$ cat src/rtl/exec_writeback_pkg.sv
// Shared opcode encoding, instruction field geometry and FSM state type
// for the execute/writeback stage.
package exec_writeback_pkg;

  localparam int OP_W  = 4;
  localparam int TGT_W = 8;
  localparam int CNT_W = 3;

  typedef enum logic [OP_W-1:0] {
    OP_NOP  = 4'h0,
    OP_ADD  = 4'h1,
    OP_SUB  = 4'h2,
    OP_AND  = 4'h3,
    OP_OR   = 4'h4,
    OP_SLT  = 4'h5,
    OP_ADDI = 4'h6,
    OP_JUMP = 4'h7
  } op_t;

  typedef enum logic {
    ST_RUN   = 1'b0,
    ST_FLUSH = 1'b1
  } fsm_t;

  // Ops that produce a register-file write (R0 filtering happens at the call site).
  function automatic logic op_writes(op_t op);
    case (op)
      OP_ADD, OP_SUB, OP_AND, OP_OR, OP_SLT, OP_ADDI: return 1'b1;
      default:                                        return 1'b0;
    endcase
  endfunction

endpackage

$ cat src/rtl/exec_writeback_alu16.sv
// Combinational ALU: (op, a, b) -> result, arithmetic modulo 2^WIDTH.
module exec_writeback_alu16
  import exec_writeback_pkg::*;
#(
  parameter int WIDTH = 16
) (
  input  op_t              op,
  input  logic [WIDTH-1:0] a,
  input  logic [WIDTH-1:0] b,
  output logic [WIDTH-1:0] result
);

  always_comb begin
    result = '0;
    case (op)
      OP_ADD:  result = a + b;
      OP_SUB:  result = a - b;
      OP_AND:  result = a & b;
      OP_OR:   result = a | b;
      OP_SLT:  result = {{(WIDTH-1){1'b0}}, ($signed(a) < $signed(b))};
      OP_ADDI: result = a + b;
      default: result = '0;
    endcase
  end

endmodule

$ cat src/rtl/exec_writeback.sv
// Execute/writeback stage: runs the ALU on accepted decode bundles, drives the
// register-file write port and issues jump redirects with an upstream flush window.
module exec_writeback
  import exec_writeback_pkg::*;
#(
  parameter int WIDTH        = 16,
  parameter int RADDR_W      = 4,
  parameter int FLUSH_CYCLES = 2
) (
  input  logic               CLK,
  input  logic               RST_N,
  input  logic               VALIDIN,
  output logic               READYOUT,
  input  logic [WIDTH-1:0]   IRIN,
  input  logic [WIDTH-1:0]   PCIN,
  input  logic [WIDTH-1:0]   DATAIN1,
  input  logic [WIDTH-1:0]   DATAIN2,
  input  logic [WIDTH-1:0]   DATAIN3,
  input  logic               STALL,
  output logic               WE,
  output logic [RADDR_W-1:0] WADDR,
  output logic [WIDTH-1:0]   WDATA,
  output logic               REDIRECT,
  output logic [WIDTH-1:0]   TARGET,
  output logic               FLUSH,
  output logic               PENDEX,
  output logic [RADDR_W-1:0] PENDEXREG,
  output logic               PENDWB,
  output logic [RADDR_W-1:0] PENDWBREG,
  output logic [WIDTH-1:0]   INSTRET
);

  localparam logic [CNT_W-1:0] FLUSH_INIT = CNT_W'(FLUSH_CYCLES - 1);

  op_t                op;
  logic [RADDR_W-1:0] dest_in;
  logic               accept;
  logic               wr_in;
  logic               jump_in;
  logic [WIDTH-1:0]   alu_result;

  fsm_t               state_reg, state_next;
  logic [CNT_W-1:0]   cnt_reg, cnt_next;
  logic               redirect_reg, redirect_next;
  logic [WIDTH-1:0]   target_reg, target_next;

  logic               ex_valid_reg;
  logic               ex_wr_reg;
  logic [RADDR_W-1:0] ex_dest_reg;
  logic [WIDTH-1:0]   ex_result_reg;
  logic               wb_valid_reg;
  logic               we_reg;
  logic [RADDR_W-1:0] waddr_reg;
  logic [WIDTH-1:0]   wdata_reg;
  logic [WIDTH-1:0]   instret_reg;

  // PC, spare IR bits and the upper DATAIN1 bits carry nothing this stage needs.
  logic unused_inputs;
  assign unused_inputs = ^{PCIN, IRIN[WIDTH-OP_W-1:TGT_W], DATAIN1[WIDTH-1:RADDR_W]};

  assign op       = op_t'(IRIN[WIDTH-1 -: OP_W]);
  assign dest_in  = DATAIN1[RADDR_W-1:0];
  assign READYOUT = !STALL && (state_reg == ST_RUN);
  assign accept   = VALIDIN && READYOUT;
  assign wr_in    = op_writes(op) && (dest_in != '0);
  assign jump_in  = accept && (op == OP_JUMP);

  exec_writeback_alu16 #(
    .WIDTH (WIDTH)
  ) u_alu (
    .op     (op),
    .a      (DATAIN2),
    .b      (DATAIN3),
    .result (alu_result)
  );

  always_comb begin
    state_next    = state_reg;
    cnt_next      = cnt_reg;
    redirect_next = redirect_reg;
    target_next   = target_reg;
    if (!STALL) begin
      redirect_next = 1'b0;
      case (state_reg)
        ST_RUN: begin
          if (jump_in) begin
            state_next    = ST_FLUSH;
            cnt_next      = FLUSH_INIT;
            redirect_next = 1'b1;
            target_next   = {{(WIDTH-TGT_W){1'b0}}, IRIN[TGT_W-1:0]};
          end
        end
        ST_FLUSH: begin
          if (cnt_reg == '0) state_next = ST_RUN;
          else               cnt_next   = cnt_reg - 1'b1;
        end
        default: state_next = ST_RUN;
      endcase
    end
  end

  always_ff @(posedge CLK or negedge RST_N) begin
    if (!RST_N) begin
      state_reg    <= ST_RUN;
      cnt_reg      <= '0;
      redirect_reg <= 1'b0;
      target_reg   <= '0;
    end else begin
      state_reg    <= state_next;
      cnt_reg      <= cnt_next;
      redirect_reg <= redirect_next;
      target_reg   <= target_next;
    end
  end

  // EX -> WB pipeline; a stall freezes both slots and the retire counter.
  always_ff @(posedge CLK or negedge RST_N) begin
    if (!RST_N) begin
      ex_valid_reg  <= 1'b0;
      ex_wr_reg     <= 1'b0;
      ex_dest_reg   <= '0;
      ex_result_reg <= '0;
      wb_valid_reg  <= 1'b0;
      we_reg        <= 1'b0;
      waddr_reg     <= '0;
      wdata_reg     <= '0;
      instret_reg   <= '0;
    end else if (!STALL) begin
      ex_valid_reg  <= accept;
      ex_wr_reg     <= accept && wr_in;
      ex_dest_reg   <= dest_in;
      ex_result_reg <= alu_result;
      wb_valid_reg  <= ex_valid_reg;
      we_reg        <= ex_wr_reg;
      waddr_reg     <= ex_dest_reg;
      wdata_reg     <= ex_result_reg;
      if (wb_valid_reg) instret_reg <= instret_reg + 1'b1;
    end
  end

  assign WE        = we_reg;
  assign WADDR     = waddr_reg;
  assign WDATA     = wdata_reg;
  assign REDIRECT  = redirect_reg;
  assign TARGET    = target_reg;
  assign FLUSH     = (state_reg == ST_FLUSH);
  assign PENDEX    = ex_wr_reg;
  assign PENDEXREG = ex_dest_reg;
  assign PENDWB    = we_reg;
  assign PENDWBREG = waddr_reg;
  assign INSTRET   = instret_reg;

endmodule

$ cat config.mk
export PLATFORM = sky130hd
export DESIGN_NAME = exec_writeback
export DESIGN_NICKNAME = d
export VERILOG_FILES = /design/src/rtl/exec_writeback_pkg.sv /design/src/rtl/exec_writeback_alu16.sv /design/src/rtl/exec_writeback.sv
export SDC_FILE = /design/constraint.sdc
export NUM_CORES = 1
export LEC_CHECK = 0
export BUFFER_PORTS_ARGS = -buffer_cell sky130_fd_sc_hd__buf_4
export CORE_MARGIN = 8
export CORE_UTILIZATION = 53
export CTS_CLUSTER_DIAMETER = 120
export DETAILED_ROUTE_END_ITERATION = 10
export MAX_ROUTING_LAYER = met4
export PLACE_DENSITY = 0.78
export SYNTH_ARGS = -nofsm -noshare
export SYNTH_HDL_FRONTEND = slang
export SYNTH_SLANG_ARGS = --single-unit
$ cat constraint.sdc
create_clock -name CLK -period 2.3 [get_ports CLK]
set_clock_uncertainty 0.05 [all_clocks]
set_input_delay 0.23 -clock CLK [delete_from_list [all_inputs] [get_ports CLK]]
set_output_delay 0.23 -clock CLK [all_outputs]
set_load 0.02 [all_outputs]
# Word level (Yosys, flattened, before mapping)
# Index checks and enable logic that the tools add are counted.
# totals
reg_bits	73
latch_bits	0
ramBits	0
rom_bits	0
input_bits	84
wordCells	53
mem_count	0
# classes
add_sub_neg	4
n_mul	0
n_div	0
order_cmp	1
eq_ne	9
shifts	0
mux	9
n_bitwise	4
reduce_logical	13
# ops
op	count
case mux 16 bit (5 select lines)	1
adder 16 x 1 -> 16 bit, second input constant	1
adder 16 bit	1
AND 16 bit	1
== test 4 x 3 -> 1 bit, second input constant	4
less-than comparator 16 bit	1
bitwise OR 16 bit	1
subtractor 16 bit	1
== test 4 x 2 -> 1 bit, second input constant	2
2-to-1 mux 3 bit	2
case mux 3 bit (2 select lines)	1
AND reduction 3 bit	2
OR reduction 6 bit	1
logical AND 1 bit	5
== test 4 x 1 -> 1 bit, second input constant	1
2-to-1 mux 1 bit	4
inequality test 2 bit, second input constant	2
nonzero test 4 bit	1
zero test 3 bit	1
subtractor 3 x 1 -> 3 bit, second input constant	1
NOT 1 bit	2
case mux 1 bit (2 select lines)	1
AND reduction 2 bit	1
OR reduction 2 bit	1
zero test 1 bit	1

# Depth between registers and ports, before layout
# logic_depth
word_depth	6
mapped_depth	10
depth_no_buf	10

# Hierarchy
# Synthesis repeated with hierarchy kept, for this count alone.
# unflattened
hier_cells	536
area_unflattened_um2	5248.8
# modules_own_cells
module	n_inst	cells_per_inst	area_per_inst_um2	seq_area_each_um2
exec_writeback	1	215	3016.6	1826.8
exec_writeback_alu16	1	321	2232.1	0.0

# Worst setup path after synthesis
# OpenSTA, ideal clock, no wires.
# synth_timing
kind	in2reg
startpoint	input port DATAIN2[4]
endpoint	register ex_result_reg[13]
setup_time_ns	0.082
arrival_ns	2.201
required_ns	2.168
path_slack_ns	-0.033
cell_stages	10
path_buffers	1
cell_sequence	inv_1 > ha_1 > buf_6 > nor3_4 > a311oi_1 > o211a_1 > or4_1 > nand4_1 > or3b_1 > a31oi_1
# synth_via
elab_chain_len	2
# synth_lines
element	line_no	source
start, declared	exec_writeback.sv:17	input logic [WIDTH-1:0] DATAIN2,
adder 16 bit or subtractor 16 bit (tied branches)	exec_writeback_alu16.sv:16, exec_writeback_alu16.sv:21, exec_writeback_alu16.sv:17	
case mux 16 bit (5 select lines) *	exec_writeback_alu16.sv:15	case (op)
end signal, assigned	exec_writeback.sv:132	ex_result_reg <= alu_result;
end, declared	exec_writeback.sv:50	logic [WIDTH-1:0] ex_result_reg;
# Mark *: on every way between the ends. The rest lies on a longest branch, timed or not.
# A chain may end at the register's enable or synchronous reset.

# Final worst setup path
# layout_timing
startpoint	input port DATAIN2[0]
endpoint	register ex_result_reg[0]
# layout_via
elab_chain_len	2
# layout_lines
element	line_no
adder 16 bit (tied with other cells)	exec_writeback_alu16.sv:16, exec_writeback_alu16.sv:21
case mux 16 bit (5 select lines) *	exec_writeback_alu16.sv:15
# Marked as above.

==> reports/qor.csv <==
stage,metric,value,unit
grt,grt_use_total,24.81,%
timing,tightest_slew,0.8784,ns
synth,ys_ff_latch,73,
floorplan,coreArea,0.009774,sq mm
clock_network,insertion_delay,0.35,ns
clock_network,clk_path_buf_depth,2,
clock_network,ctsHtreeMaxLevel,3,
timing,fmax,0.4510,GHz
timing,holdWs,0.06944,ns
layout,antenna_cells,0,
placed_design,place_inst,882,
synth,synth-edff-count,0,
route,wl_per_cell,18.25,microns
route,via_count,5146,
power_and_ir_drop,peakVddDrop,0.3684,mV
grt,grt_pass1_wl,25900,microns
floorplan,fp.dieArea,0.01352,sq mm
synth,avgSynthCellArea,9.078,sq um
power_and_ir_drop,power_frac_seq,38.5,%
grt,overflow,0,
placed_design,gp_congestion,0.9792,
layout,fin_area,0.007144,sq mm
timing,setup_viol,0,
synth,synthCells,587,
synth,synthFlopType,dfrtp_1,
worst_hold_path,min_path_type,primary input to register,
synth,yosysSeqAreaShare,34.28,%
synth,async_flop_share,100.0,%
route,wirelength,16400,microns
grt,grt_pass1_vias,5100,
power_and_ir_drop,internal_power,2746,uW
floorplan,rows,36,
power_and_ir_drop,power.switching,1478,uW
worst_setup_path,cp.required,2.46,ns
grt,antenna_found_initial,0,
worst_setup_path,critPathKind,primary input to register,
route,dr.pass1.iters,5,
power_and_ir_drop,p_leak,0.003558,uW
timing,period_minus_slack,2.217,ns
route,viasPerCell,5.724,
clock_network,clkTransAtPathRegs,0.07,ns
floorplan,die_h,116.3,microns
floorplan,dieWidth,116.3,microns
timing,finalSetupTns,0,ns
worst_setup_path,arrival,2.37,ns
worst_setup_path,worst_setup_path_start_kind,primary input,
placed_design,placed_cell_area,0.006773,sq mm
grt,grt_max_degree,74,
synth,ys.warnings.count,0,
timing,slew_viol_final,0,
synth,synthDistinctLibCells,65,
power_and_ir_drop,powerDensity,591.2,mW/mm^2
status,outcome,finished clean,
synth,syn-cell-area,0.005329,sq mm
clock_network,cts_tree,done,
power_and_ir_drop,clkPwrFrac,22.8,%
route,first_iter_violations,405,
timing,fin_crit_sh,96.40,%
power_and_ir_drop,p_sw_share,34.99,%
worst_setup_path,end_kind,register,
job,maxCapViolCount,0,
route,route.detailed.drc,0,
timing,slew_headroom,41.44,%
layout,fin_cells,899,
worst_setup_path,crit_fanout,3,
route,ant_nets,0,
layout,area_growth,34.07,%
timing,finalHoldViolCount,0,
placed_design,hpwlAfterDp,12690,microns
clock_network,clock_sinks,73,
layout,fin_nets,901,
clock_network,cts_buffers,9,
floorplan,initial_utilization,54.52,%
clock_network,clock-root-buffer,clkbuf_8,
floorplan,num_io_pins,150,
power_and_ir_drop,p_total,4223,uW
layout,drive_gt1_share,36.68,%
power_and_ir_drop,pwr-share-comb,38.7,%
placed_design,port_buffers,109,
cells in the mapped netlist, types with 14 or more instances:
cell / instances / share of area (%)
clkbuf_1: 22 / 1.5
nand2_1: 40 / 2.8
mux2_2: 30 / 6.3
a21o_1: 14 / 2.0
a21oi_1: 39 / 3.7
buf_4: 14 / 2.0
o21ai_0: 39 / 3.7
inv_1: 53 / 3.7
dfrtp_1: 73 / 34
ha_1: 52 / 12
xnor2_1: 18 / 3.0
nor2_1: 37 / 2.6
path summary, 6_finish.rpt:
path | from | end | slack (ns) | depth (start not counted)
worst min register to register | WDATA[3] | WDATA[3] | 0.44 | 2
worst max-delay path | DATAIN2[0] | ex_result_reg[0] | 0.08 | 12
max in group asynchronous | RST_N | TARGET[5] | 1.13 | 2
worst max register to register | wb_valid_reg | INSTRET[12] | 0.40 | 5
worst min-delay path | IRIN[4] | TARGET[4] | 0.07 | 2
min in group asynchronous | RST_N | INSTRET[7] | 0.49 | 2
cell usage in the layout, fill, tap and decap left out, types with 3 or more instances in the layout:
| cell type | instances |
|---|---|
| a2111oi_2 | 3 |
| a211oi_1 | 6 |
| a21o_1 | 14 |
| a21oi_1 | 38 |
| a221o_1 | 5 |
| a31oi_1 | 5 |
| a41oi_1 | 3 |
| and3_1 | 6 |
| buf_4 | 197 |
| clkbuf_8 | 10 |
| conb_1 | 8 |
| dfrtp_1 | 73 |
| ha_1 | 44 |
| ha_4 | 6 |
| inv_1 | 45 |
| inv_2 | 7 |
| mux2_2 | 30 |
| nand2_1 | 40 |
| nand2b_1 | 4 |
| nand3_1 | 9 |
| nand4_1 | 8 |
| nor2_1 | 37 |
| nor2b_1 | 7 |
| nor3_1 | 11 |
| nor4_1 | 4 |
| o211ai_1 | 9 |
| o21a_1 | 4 |
| o21ai_0 | 38 |
| o21bai_1 | 3 |
| o221ai_1 | 5 |
| xnor2_1 | 18 |
| xor2_1 | 5 |
power by group through the flow:
| stage | logic [uW] | registers, uW | clock network [uW] |
|---|---|---|---|
| 2_1_floorplan | 709 | 1780 | 0 |
| 3_3_place_gp | 1510 | 1630 | 0 |
| 3_5_place_dp | 1560 | 1640 | 0 |
| 4_1_cts | 1570 | 1620 | 972 |
| 5_1_grt | 1770 | 1650 | 1030 |
| 6_report | 1630 | 1630 | 964 |
logic make-up after synthesis:
logic type | count (synthesis) | synth area share [%]
AO/OA/AOI/OAI | 164 | 20.29
XOR/XNOR | 23 | 3.780
adder cells (fa/ha/maj) | 54 | 12.96
buffers and inverters | 93 | 7.842
flip-flops | 73 | 34.28
multiplexers | 30 | 6.339
other | 1 | 0.07037
AND/OR/NAND/NOR | 149 | 14.44
per-layer routing:
layer	routed length [microns]	global-route usage [%]	vias up
met3	1105	3.361	31
met5	0	-	-
li1	-	-	2414
met2	7863	41.60	189
met4	298	6.223	0
met1	7134	30.96	2512
per-stage QoR:
| stage | util (%) | setup slack (ns) |
|---|---|---|
| after floorplan | - | -0.01284 |
| after global placement | 69.29 | -0.3434 |
| after detailed placement | 69.29 | -0.3891 |
| after CTS | 71.29 | 0.05290 |
| after global routing | 73.09 | -0.02367 |
| final | 73.09 | 0.08289 |
worst max-delay path, stage by stage:
cell      delay (ns)
buf_4           0.10
inv_1           0.05
ha_1            0.25
fa_1            0.39
o21bai_1        0.20
nand2_1         0.12
a41oi_2         0.22
a21o_1          0.22
a221oi_1        0.10
buf_4           0.16
o21ai_0         0.19
a41oi_1         0.13
repair_timing:
item,4_1_cts,5_1_grt
gates resized for setup,1,38
setup buffers,0,4
pin swaps,0,11
endpoints found under the hold margin,66,0
hold buffers,1,0
endpoints found under the setup margin,1,8
final cells by class:
type	count	area, sq um
clock buffers	11	141.4
clock inverters	3	42.54
fillers	718	2630
inverters	53	201.4
multi-input cells	428	3277
flip-flops and latches	73	1827
well taps	133	166.4
repair buffers	198	1489
(Power assumes the default switching activity.)
